[src/rtl/bit_serial_deserializer.sv]
// Bit-serial receiver: collects LSB-first bits into WIDTH-bit words and presents them on a
// valid/ready output register, so the next word can shift in while the current one is held.
module bit_serial_deserializer #(
  parameter int WIDTH = 8
) (
  input  logic             C,
  input  logic             RN,
  input  logic             SI,
  input  logic             SV,
  input  logic             SS,
  output logic [WIDTH-1:0] Q,
  output logic             QV,
  input  logic             QR,
  output logic             BUSY,
  output logic             OVF,
  output logic             TRUNC
);

  localparam int CW = $clog2(WIDTH);
  localparam logic [CW-1:0] LAST = CW'(WIDTH - 1);

  typedef enum logic {IDLE, SHIFT} state_t;

  state_t           state_q, state_d;
  logic [CW-1:0]    cnt_q, cnt_d;
  logic [WIDTH-1:0] shift_q, shift_d;
  logic [WIDTH-1:0] q_q, q_d;
  logic             qv_q, qv_d;
  logic             ovf_q, ovf_d;
  logic             trunc_q, trunc_d;
  logic             word_done;
  logic [WIDTH-1:0] word;

  always_ff @(posedge C or negedge RN) begin
    if (!RN) begin
      state_q <= IDLE;
      cnt_q   <= '0;
      shift_q <= '0;
      q_q     <= '0;
      qv_q    <= 1'b0;
      ovf_q   <= 1'b0;
      trunc_q <= 1'b0;
    end else begin
      state_q <= state_d;
      cnt_q   <= cnt_d;
      shift_q <= shift_d;
      q_q     <= q_d;
      qv_q    <= qv_d;
      ovf_q   <= ovf_d;
      trunc_q <= trunc_d;
    end
  end

  always_comb begin
    state_d   = state_q;
    cnt_d     = cnt_q;
    shift_d   = shift_q;
    q_d       = q_q;
    qv_d      = qv_q;
    ovf_d     = ovf_q;
    trunc_d   = trunc_q;
    word_done = 1'b0;
    // The last bit goes straight into the output word, never through the shift register.
    word      = {SI, shift_q[WIDTH-2:0]};

    case (state_q)
      IDLE: begin
        if (SV && SS) begin
          shift_d    = '0;
          shift_d[0] = SI;
          cnt_d      = CW'(1);
          state_d    = SHIFT;
        end
      end
      SHIFT: begin
        if (SV) begin
          if (SS) begin
            trunc_d    = 1'b1;
            shift_d    = '0;
            shift_d[0] = SI;
            cnt_d      = CW'(1);
          end else if (cnt_q == LAST) begin
            word_done = 1'b1;
            cnt_d     = '0;
            state_d   = IDLE;
          end else begin
            shift_d[cnt_q] = SI;
            cnt_d          = cnt_q + CW'(1);
          end
        end
      end
      default: state_d = IDLE;
    endcase

    if (qv_q && QR) begin
      qv_d = 1'b0;
    end
    // A held word consumed on the completion edge makes room for the new one without a bubble.
    if (word_done) begin
      if (!qv_q || QR) begin
        q_d  = word;
        qv_d = 1'b1;
      end else begin
        ovf_d = 1'b1;
      end
    end
  end

  assign Q     = q_q;
  assign QV    = qv_q;
  assign BUSY  = (state_q == SHIFT);
  assign OVF   = ovf_q;
  assign TRUNC = trunc_q;

endmodule

[config.mk]
export PLATFORM = sky130hd
export DESIGN_NAME = bit_serial_deserializer
export DESIGN_NICKNAME = d
export VERILOG_FILES = /design/src/rtl/bit_serial_deserializer.sv
export SDC_FILE = /design/constraint.sdc
export NUM_CORES = 1
export LEC_CHECK = 0
export BUFFER_PORTS_ARGS = -buffer_cell sky130_fd_sc_hd__buf_2
export CAP_MARGIN = 20
export CELL_PAD_IN_SITES_DETAIL_PLACEMENT = 0
export CELL_PAD_IN_SITES_GLOBAL_PLACEMENT = 1
export CORE_MARGIN = 1.5
export CORE_UTILIZATION = 46
export DETAILED_ROUTE_END_ITERATION = 8
export PLACE_DENSITY_LB_ADDON = 0.1
export SYNTH_ARGS = -nofsm -noshare
export SYNTH_HDL_FRONTEND = slang
export SYNTH_SLANG_ARGS = --single-unit
[constraint.sdc]
create_clock -name C -period 2.7 [get_ports C]
set_input_delay 0.135 -clock C [delete_from_list [all_inputs] [get_ports C]]
set_output_delay 0.135 -clock C [all_outputs]
set_load 0.005 [all_outputs]
* Word-level counts from Yosys, hierarchy flattened
Cells that the tools add are included.
Word-level totals: input port bits 6, register bits after elaboration 23, word-level logic and storage cells 51
Operators by class: equal/unequal tests 4, reduce and logical (&&, ||, !) cells 10, $add $sub $neg 1, muxes and demuxes 25, $lt $le $gt $ge 2, bitwise operators 2
Operators with widths (count):
- 8-bit two-way mux | 4
- 8-bit case mux with 2 select lines | 1
- 1-bit two-way mux | 12
- 3-bit two-way mux | 4
- 8-bit bitwise mux | 1
- 3-bit case mux with 2 select lines | 1
- 2-bit AND reduction | 3
- 3-bit AND reduction | 2
- 3-bit by 4-bit less-than comparator with 1-bit output, second input constant | 1
- 2-bit != test, second input constant | 2
- 3-bit by 1-bit adder with 3-bit output, second input constant | 1
- 1-bit demux with 3-bit select | 1
- 3-bit == test, second input constant | 1
- 3-bit by 1-bit greater-or-equal comparator with 1-bit output, second input constant | 1
- 1-bit logical AND | 3
- 3-bit != test, second input constant | 1
- 1-bit inverter | 2
- 1-bit case mux with 2 select lines | 1
- 1-bit zero test | 1
- 1-bit logical OR | 1

* Logic depth before layout (Yosys ltp)
depth in word-level cells 9, gate-level depth with buffers 6

* Least setup slack after synthesis
Ideal clock, no wire load.
path kind register -> register, start point reg cnt_q[1], end point reg shift_q[0], data required time 2.559 ns, clock period less this slack 1.764 ns, arrival time 1.623 ns, slack 0.936 ns, cell stages (with the launch flop) 7, cell sequence dfrtp_1 > ha_1 > ha_1 > or3b_1 > buf_6 > o311ai_2 > o311ai_1
Between the ends: longest elaborated chain between the ends 9, elaborated cells on any way between the ends 13, classes of those cells order compare (2); eq/ne (2); mux (7); reduce/logical (2)
RTL lines:
- from (decl) | RTL line 25 | logic [CW-1:0] cnt_q, cnt_d;
- from (signal assigned) | RTL line 45 | cnt_q <= cnt_d;
- 3-bit by 4-bit less-than comparator with 1-bit output (not written as such) / 3-bit by 1-bit greater-or-equal comparator with 1-bit output (equally long branches) | RTL line 87 | shift_d[cnt_q] = SI;
- 1-bit logical AND (not written as such) | RTL line 87
- 1-bit two-way mux (not written as such) | RTL line 87
- 1-bit demux with 3-bit select | RTL line 87
- 8-bit bitwise mux | RTL line 87
- 8-bit two-way mux | RTL line 82 | end else if (cnt_q == LAST) begin
- 8-bit two-way mux | RTL line 77 | if (SS) begin
- 8-bit two-way mux | RTL line 76 | if (SV) begin
- 8-bit case mux with 2 select lines | RTL line 66 | case (state_q)
- to (signal assigned) | RTL line 46 | shift_q <= shift_d;
- to (decl) | RTL line 26 | logic [WIDTH-1:0] shift_q, shift_d;
Parallel ways exist; a longest one is shown, timed or not. The select of a mux whose other input is x is not followed. A chain may end at the register's enable or synchronous reset.

* Worst setup path in the final report
start point reg cnt_q[0], end point reg shift_q[0]
The elaborated chain is that of the path after synthesis.

==> metrics.csv <==
metric,value,unit
outcome,finished clean,
WL final,1847,microns
Slew Limit Headroom,68.29,%
largest net degree at the start of global routing,23,
Final min period,1.904,ns
DR pass1 iterations,4,
Tot GR Track Use,15.58,%
CTS Buffer Depth,2,
Hold Path Depth,2,
Detail Route Antenna Nets,0,
share of cells above drive strength 1,26.61,%
top area cells in the synthesized netlist,"dfrtp_1 (51%), nor2b_1 (5.3%), a22o_1 (4.9%)",
die area,2627,sq um
TritonCTS buffer count,3,
Synth Warn #,0,
GR peak layer,met2,
DIE WIDTH,51.25,microns
post-CTS setup buffers,0,
#FFs+latches synth,22,
routability congestion estimate from global placement,0.7518,
Die Y,51.25,microns
Crit. Startpoint,cnt_q[0],
post-synth cell types,30,
min-delay worst type,primary input to flop,
Max IR drop VDD,372.6,uV
slew at the pin with the worst max-slew slack,0.4756,ns
Placeable Area,2212,sq um
Crit Path Max Fanout,9,
"Seq/Total Area, Yosys",51.40,%
CP startpoint kind,flop,
setup slack at placement,0.8223,ns
Yosys top cell area share,51.40,%
CTS tree,yes,
pwr dens,764.0,nW/um^2
register-to-register setup slack,0.80,ns
placed cell area,1161,sq um
hold slack final,0.09689,ns
row cnt,17,
I/O Buffers,17,
Synth Flop Type,dfrtp_1,
Mapped Area,1071,sq um
DRC,0,
count of final hold-check violations,0,
mux cell area share after synthesis,8.411,%
synthesized area per cell,11.64,sq um
setup slack after layout,0.7963,ns
reg2reg start,cnt_q[0],
Syn Inst Count,92,
clk slew on worst S/H paths,0.12,ns
RSZ-0062 raised after global routing,no,
routed len/inst,13.48,microns
Max Cap Viol,0,
Synth Area in Simple Gates,17.64,%
Area Growth Syn to Fin,14.25,%
met2 usage,23.16,%
Final Skew,0.002784,ns
asr flop ratio synth,100.0,%
post-route cell area,1224,sq um
endpoints failing setup,0,
final total power,0.9349,mW
first-pass GRT wire length,3056,microns
worst skew pair latency,0.30,ns
Iter 0 DRT Violations,16,
Post-synth EDFFs,0,
setup_tns,0,ns
Vias,740,
"Req. time, crit path",2.88,ns
CTS Sinks,22,
Overflow after GRT,0,
WP data arrival,2.09,ns
vias in the first global route,667,
fin nets,118,
hold path start,SI,
largest family of logic cells by synthesized area,simple AND/OR/NAND/NOR gates,
H-tree depth,1,
Synth Area in XOR/XNOR,0,%
CP Class,flop to flop,
Finished Layout Cells,137,
period utilisation layout,70.51,%
cells on worst reg2reg path,5,
max frequency,525.3,MHz
Leak,0.6043,nW
final core utilization,55.32,%
CP Capture Type,flop,
DP HPWL,1328,microns
Synth area leader,dfrtp_1,
fin. max-slew vios,0,
met1 Track Usage GR,22.41,%
Compound-Gate Fraction of Synth Area,16.36,%
GR Util met3,2.632,%
initial antenna violation count,0,
Via density,5.401,
Initial Utilization,48.42,%
number of placed cells counting well taps,132,
post-synthesis adder-cell area fraction,2.336,%
IO Count,18,
Root Driver,clkbuf_4,
antenna cell count,0,
Post-Syn Nets,100,
## per-layer routing
layer / share of wire, % / routed length [microns]
met2: 43 / 791
met1: 53 / 986
met4: 0.92 / 17
met5: 0 / 0
met3: 2.8 / 51
## worst paths after layout
check | endpoint
worst max register to register | shift_q[0]
worst min-delay path | Q[7]
max in group asynchronous | Q[0]
min in group asynchronous | shift_q[0]
worst min register to register | TRUNC
worst max-delay path | shift_q[0]
## layout by cell type, fill, tap and decap left out, types with 2 or more instances in the layout
| cell type | count |
|---|---|
| a211o_1 | 5 |
| a22o_1 | 6 |
| a32o_1 | 2 |
| buf_2 | 17 |
| clkbuf_4 | 3 |
| dfrtp_1 | 22 |
| ha_1 | 2 |
| mux2_1 | 4 |
| mux2_2 | 4 |
| nand2_1 | 8 |
| nand2b_1 | 3 |
| nand3_1 | 2 |
| nor2b_1 | 9 |
| nor4_1 | 5 |
## flip-flops by register name, indices dropped and copies added, names as in the netlist
register,flops
Q,8
shift_q,7
cnt_q,3
BUSY,1
OVF,1
QV,1
TRUNC,1
## what timing repair did
| action | 4_1_cts | 5_1_grt |
|---|---|---|
| hold buffers | 1 | 0 |
| resized for setup | 0 | 0 |
| endpoints found under the hold margin | 22 | 0 |
## worst max-delay path: stages (launching register included)
cell and delay [ns]:
dfrtp_1 0.43, ha_1 0.21, ha_1 0.23, or3b_1 0.53
o311ai_2 0.26, o311ai_1 0.13
## layout make-up
cell class / instances / area, sq um
Inverter: 1 / 3.754
Clock buffer: 3 / 22.52
Multi-Input combinational cell: 63 / 479.2
Timing Repair Buffer: 19 / 102.6
Sequential cell: 22 / 550.5
Fill cell: 197 / 988.4
Tap cell: 28 / 35.03
Clock inverter: 1 / 30.03
## kinds of logic after synthesis
family          count (synthesis)
flops                          22
buf+inv                         7
mux                             8
fa+ha+maj                       2
compound gates                 20
simple gates                   33
## cells in the mapped netlist, drive strengths merged (2+ instances only)
master,number
ha,2
o21ai,2
nor2b,9
nand2b,3
dfrtp,22
buf,5
o311ai,2
a211o,5
nor4,5
nand2,8
a22o,6
nand3,2
mux2,8
a32o,2
## power breakdown
part / switching, mW / leakage [nW] / internal [mW]
logic: 0.101 / 0.299 / 0.128
registers: 0.0512 / 0.278 / 0.406
clock network: 0.0987 / 0.0279 / 0.150
Power figures use the tool's default switching activity.
